===== config.mk =====
export PLATFORM = sky130hd
export DESIGN_NAME = vga_config_loader
export DESIGN_NICKNAME = d
export VERILOG_FILES = /design/src/rtl/vga_config_loader.sv
export SDC_FILE = /design/constraint.sdc
export NUM_CORES = 1
export LEC_CHECK = 0
export CORE_ASPECT_RATIO = 0.8
export CORE_UTILIZATION = 35
export CTS_BUF_LIST = sky130_fd_sc_hd__clkbuf_8 sky130_fd_sc_hd__clkbuf_16
export CTS_CLUSTER_SIZE = 14
export DETAILED_ROUTE_END_ITERATION = 10
export PLACE_DENSITY = 0.63
export SLEW_MARGIN = 20
export SYNTH_ARGS = -nofsm -noshare
export SYNTH_HDL_FRONTEND = slang
export SYNTH_SLANG_ARGS = --single-unit

===== constraint.sdc =====
create_clock -name Clk -period 2.05 [get_ports Clk]
set_input_delay 0.615 -clock Clk [delete_from_list [all_inputs] [get_ports Clk]]
set_output_delay 0.615 -clock Clk [all_outputs]
set_load 0.02 [all_outputs]

===== src/rtl/vga_config_loader.sv =====
// Streams a host-loaded table of (addr, data) pairs to VGA_Control over a
// valid/ready handshake, with a per-entry ready timeout and host abort.

module vga_config_loader #(
    parameter int CONFIG_WIDTH = 4,
    parameter int NUM_ENTRIES  = 8,
    parameter int TIMEOUT      = 255
) (
    input  logic                    Clk,
    input  logic                    rst_n,
    input  logic                    H_we,
    input  logic [2:0]              H_idx,
    input  logic [CONFIG_WIDTH-1:0] H_addr,
    input  logic [CONFIG_WIDTH-1:0] H_data,
    input  logic [3:0]              Count,
    input  logic                    Start,
    input  logic                    Abort,
    input  logic                    C_rdy,
    output logic                    C_valid,
    output logic [CONFIG_WIDTH-1:0] C_addr,
    output logic [CONFIG_WIDTH-1:0] C_data,
    output logic                    Busy,
    output logic                    Done,
    output logic                    Err,
    output logic [3:0]              Sent_cnt
);

    localparam int IW = (NUM_ENTRIES > 1) ? $clog2(NUM_ENTRIES) : 1;
    localparam int TW = (TIMEOUT > 0) ? $clog2(TIMEOUT + 1) : 1;
    localparam logic [TW-1:0] TIMEOUT_C = TW'(TIMEOUT);
    localparam logic [3:0]    MAX_CNT_C = (NUM_ENTRIES > 15) ? 4'd15 : 4'(NUM_ENTRIES);

    typedef enum logic [1:0] {
        S_IDLE,
        S_FETCH,
        S_SEND,
        S_DONE
    } state_t;

    state_t                    r_state;
    state_t                    w_state_nxt;

    logic [2*CONFIG_WIDTH-1:0] r_table [NUM_ENTRIES];
    logic [3:0]                r_count;
    logic [IW-1:0]             r_idx;
    logic [TW-1:0]             r_timer;
    logic [CONFIG_WIDTH-1:0]   r_c_addr;
    logic [CONFIG_WIDTH-1:0]   r_c_data;
    logic                      r_err;
    logic                      r_done_zero;
    logic [3:0]                r_sent_cnt;

    logic [IW-1:0]             w_h_idx;
    logic                      w_h_idx_ok;
    logic [3:0]                w_count_in;
    logic                      w_start;
    logic                      w_xfer;
    logic                      w_last;
    logic                      w_timeout_hit;

    assign w_h_idx       = IW'(H_idx);
    assign w_h_idx_ok    = (32'(H_idx) < NUM_ENTRIES);
    assign w_count_in    = (Count > MAX_CNT_C) ? MAX_CNT_C : Count;
    assign w_start       = (r_state == S_IDLE) && Start;
    assign w_xfer        = (r_state == S_SEND) && C_rdy;
    assign w_last        = (4'(r_idx) == (r_count - 4'd1));
    // Abort outranks a timeout landing in the same cycle.
    assign w_timeout_hit = (r_state == S_SEND) && !C_rdy && !Abort && (r_timer == TIMEOUT_C);

    // The reset input is active-high despite its _n suffix.
    always_ff @(posedge Clk) begin
        // NOTE: state registers use non-blocking assignments so every flop samples pre-edge values.
        if (rst_n) begin
            r_state <= S_IDLE;
        end else begin
            r_state <= w_state_nxt;
        end
    end

    always_comb begin
        // NOTE: defaults come first so no path through the block leaves a signal unassigned (no latch).
        w_state_nxt = r_state;
        C_valid     = 1'b0;
        Busy        = 1'b1;
        Done        = r_done_zero;

        case (r_state)
            S_IDLE: begin
                Busy = 1'b0;
                if (Start && (w_count_in != 4'd0)) begin
                    w_state_nxt = S_FETCH;
                end
            end
            S_FETCH: begin
                w_state_nxt = S_SEND;
            end
            S_SEND: begin
                C_valid = 1'b1;
                if (w_xfer) begin
                    w_state_nxt = w_last ? S_DONE : S_FETCH;
                end else if (w_timeout_hit) begin
                    w_state_nxt = S_IDLE;
                end
            end
            S_DONE: begin
                Done        = !Abort;
                w_state_nxt = S_IDLE;
            end
            default: begin
                w_state_nxt = S_IDLE;
            end
        endcase

        if (Abort && (r_state != S_IDLE)) begin
            w_state_nxt = S_IDLE;
        end
    end

    assign C_addr   = r_c_addr;
    assign C_data   = r_c_data;
    assign Err      = r_err | w_timeout_hit;
    assign Sent_cnt = r_sent_cnt;

    always_ff @(posedge Clk) begin
        if (rst_n) begin
            // NOTE: the table is reset explicitly because a reset must leave every entry reading zero.
            for (int i = 0; i < NUM_ENTRIES; i++) begin
                r_table[i] <= '0;
            end
            r_count     <= '0;
            r_idx       <= '0;
            r_timer     <= '0;
            r_c_addr    <= '0;
            r_c_data    <= '0;
            r_err       <= 1'b0;
            r_done_zero <= 1'b0;
            r_sent_cnt  <= '0;
        end else begin
            r_done_zero <= 1'b0;

            if ((r_state == S_IDLE) && H_we && w_h_idx_ok) begin
                r_table[w_h_idx] <= {H_addr, H_data};
            end

            if (w_start) begin
                r_count     <= w_count_in;
                r_idx       <= '0;
                r_timer     <= '0;
                r_err       <= 1'b0;
                r_sent_cnt  <= '0;
                r_done_zero <= (w_count_in == 4'd0);
            end

            if (r_state == S_FETCH) begin
                {r_c_addr, r_c_data} <= r_table[r_idx];
                r_timer              <= '0;
            end

            if (w_xfer) begin
                r_sent_cnt <= r_sent_cnt + 4'd1;
                r_timer    <= '0;
                if (!w_last) begin
                    r_idx <= r_idx + IW'(1);
                end
            end else if (r_state == S_SEND) begin
                r_timer <= r_timer + TW'(1);
                if (w_timeout_hit) begin
                    r_err <= 1'b1;
                end
            end
        end
    end

endmodule

==> results.cfg <==
[sta]
finalClockSkew_ns = 0.01160
worst_pin_slew_ns = 0.5114
setup_viol = 1
max_freq_mhz = 469.5
post-route-period-util_pct = 103.9
report.final.slew_viol_count = 0
final_hold_viol_count = 0
rsz0062_at_grt = yes
setup_ws_ns = -0.07996
slew_headroom_pct = 65.68
fin_crit_ns = 2.130

[clocking]
path_clk_slew_ns = 0.07
clock_path_buffers = 2
clk_latency_ns = 0.35
tritoncts = yes
cts_buffers = 9
root_buffer = clkbuf_16
cts_htree_levels = 3
cts_sinks = 95

[logic_synthesis]
synth.distinct_cells = 47
ys_ff_latch = 95
synth_top_area_share_pct = 43.40
syn_nets = 370
ys_seq_area_share_pct = 57.42
syn-cell-area_um2 = 4428
yosysWarnings = 0
syn_inst = 345
synth.avg_cell_area_um2 = 12.83
synth_area_leaders = edfxtp_1 43%, dfxtp_1 14%, and2_1 9.3%, mux4_2 8.1%, mux2i_1 2.3%
yosys.area.top_type = edfxtp_1

[critical_path]
worstSetupPathType = in2out
r2r-start = r_state[0]$_SDFFE_PP0P_
critPathLaunchType = primary input
r2r-end = r_table[4][2]$_SDFFCE_PN0P_
ff2ff_path_depth = 9
crit_required_ns = 1.43
critPathArrivalTime_ns = 1.51
rrSetupSlack_ns = 0.17
worstSetupEndpointType = output port
critPathMaxFanout = 2

[power]
p_total_mw = 4.422
irDropWorstVdd_mv = 0.4618
p_seq_share_pct = 49.1
sw_frac_of_total_pct = 23.99
clkPwrFrac_pct = 39.0
leakagePower_nw = 2.160
p_per_area_nw_per_um2 = 762.4
internal_power_mw = 3.361
p_sw_mw = 1.061
power.share.combinational_pct = 11.9

[placement]
place_hpwl_um = 6722
place_congestion = 0.7491
portBuffers = 36

[global_route]
grt_start_max_net_pins = 36
grtUsageTotal_pct = 15.39
grt_pass1_wl_um = 15230
grt.overflow.total = 0
antenna_found_initial = 0
grt_pass1_vias = 3002

[floorplan]
die_area_um2 = 13110
fp.dieH_um = 102.6
coreArea_um2 = 12250
dieWidth_um = 127.8
ios = 37
initial_core_util_pct = 36.14
row_count = 36

[cells_and_area]
drive_gt1_share_pct = 27.44
syn_to_final_growth_pct = 31.00
insertedDiodeCount = 0
final_nets = 461
final_common_cell = and2_1
fill_cells = 1127
final_util_pct = 47.34
final_cell_mix = 66 x and2_1, 64 x edfxtp_1, 50 x buf_4

[detailed_routing]
vias = 2897
dr.first_iter.drc_count = 130
detail-route-antenna-nets = 0
drc = 0
finalWirelength_um = 9160
drt-pass1-iter-count = 4
wl_per_cell_um = 14.97
via_per_inst = 4.734

[outcome]
violations = setup timing
status = complete, but fails checks

[hold_path]
min_path_cells = 2
min_to = r_err$_SDFF_PP0_
worstHoldPathType = reg2reg
hp-start = r_err$_SDFF_PP0_

[job]
drv_cap = 0
power groups by stage:
stage | Combinational (mW) | Clock, mW | Sequential (mW)
2_1_floorplan | 0.248 | 0 | 2.22
3_3_place_gp | 0.523 | 0 | 2.21
3_5_place_dp | 0.530 | 0 | 2.21
4_1_cts | 0.528 | 1.76 | 2.17
5_1_grt | 0.576 | 1.83 | 2.18
6_report | 0.526 | 1.73 | 2.17
synth_stat cells (all sizes together):
cell,instances
and2,66
edfxtp,64
dfxtp,31
nor2,24
nand2,20
mux4,16
a21oi,10
mux2i,10
a211oi,9
buf,9
nor3,9
or2,8
nand2b,7
nand3b,7
o21ai,7
clkbuf,4
ha,4
nor2b,4
xnor2,4
xor2,4
a22oi,3
inv,3
nand3,3
a31oi,2
nand4,2
nor4b,2
o21a,2
a2111oi,1
a41oi,1
and3,1
mux2,1
nor3b,1
o21ba,1
o311a,1
o31ai,1
or3,1
or4,1
or4b,1
per-layer routing:
layer  vias up  track usage [%]  routed length, um  share of wire (%)
li1       1437                -                  -                  -
met1      1410            19.89               4380                 48
met2        42            26.09               4429                 48
met3         8            3.373                266                2.9
met4         0            4.796                 84               0.92
met5         -                0                  0                  0
cell families (layout without fill, tap and decap cells):
family          Yosys count  after routing  synth area share (%)
mux                      27             27                 10.74
fa+ha+maj                 4              4                 1.130
flops                    95             95                 57.42
simple gates            157            157                 20.77
buf+inv                  16            112                 2.006
compound gates           38             38                 5.849
xor+xnor                  8              8                 2.091
how the worst max path moves through the flow:
stage | startpoint | to | slack (ns)
finish | Abort | Err | -0.08
global route | r_timer[6]$_SDFFE_PP0P_ | Err | -0.17
CTS | r_timer[1]$_SDFFE_PP0P_ | Err | -0.17
detailed placement | Abort | Err | -0.92
global placement | Abort | Err | -0.80
floorplan | rst_n | r_table[0][0]$_SDFFCE_PN0P_ | 0.1
timing repair:
item / in CTS / in global routing
hold buffers: 0 / 0
endpoints found under the hold margin: 0 / 0
pin swaps: 1 / 3
endpoints found under the setup margin: 4 / 19
buffers inserted: 1 / 2
resized for setup: 17 / 16
through the flow:
step	cell area (um^2)	std cells	setup TNS [ns]	worst slack [ns]	hold WS, ns
final	5801	612	-0.07996	-0.07996	0.4532
after global placement	5418	593	-19.40	-0.7990	0.4431
after CTS	5742	610	-0.1720	-0.1720	0.4586
after floorplan	4428	345	0	0.09870	0.4312
after detailed placement	5418	593	-22.50	-0.9183	0.4491
after global routing	5801	612	-0.1672	-0.1672	0.4900
layout make-up:
cell class / count / area, um^2 / area share [%]
Timing Repair Buffer: 93 / 878.3 / 15.14
Inverter: 3 / 11.26 / 0.1941
Clock buffer: 9 / 225.2 / 3.883
Multi-Input combinational cell: 234 / 1839 / 31.71
Clock inverter: 7 / 82.58 / 1.424
Sequential cell: 95 / 2550 / 43.96
Tap cell: 171 / 214.0 / 3.689
state kept, by name, summed over array words and instances (netlist names):
name,cells
r_count,4
r_timer,8
r_table,64
r_state,2
r_done_zero,1
r_err,1
C_addr,4
C_data,4
r_idx,3
Sent_cnt,4
worst max-delay path, stage by stage:
cell and delay (ns):
clkdlybuf4s15_1 0.23, nor4b_4 0.34, nand2b_1 0.11, nand2b_1 0.10, buf_6 0.12
Note: power is estimated with default switching activity, not from simulation.
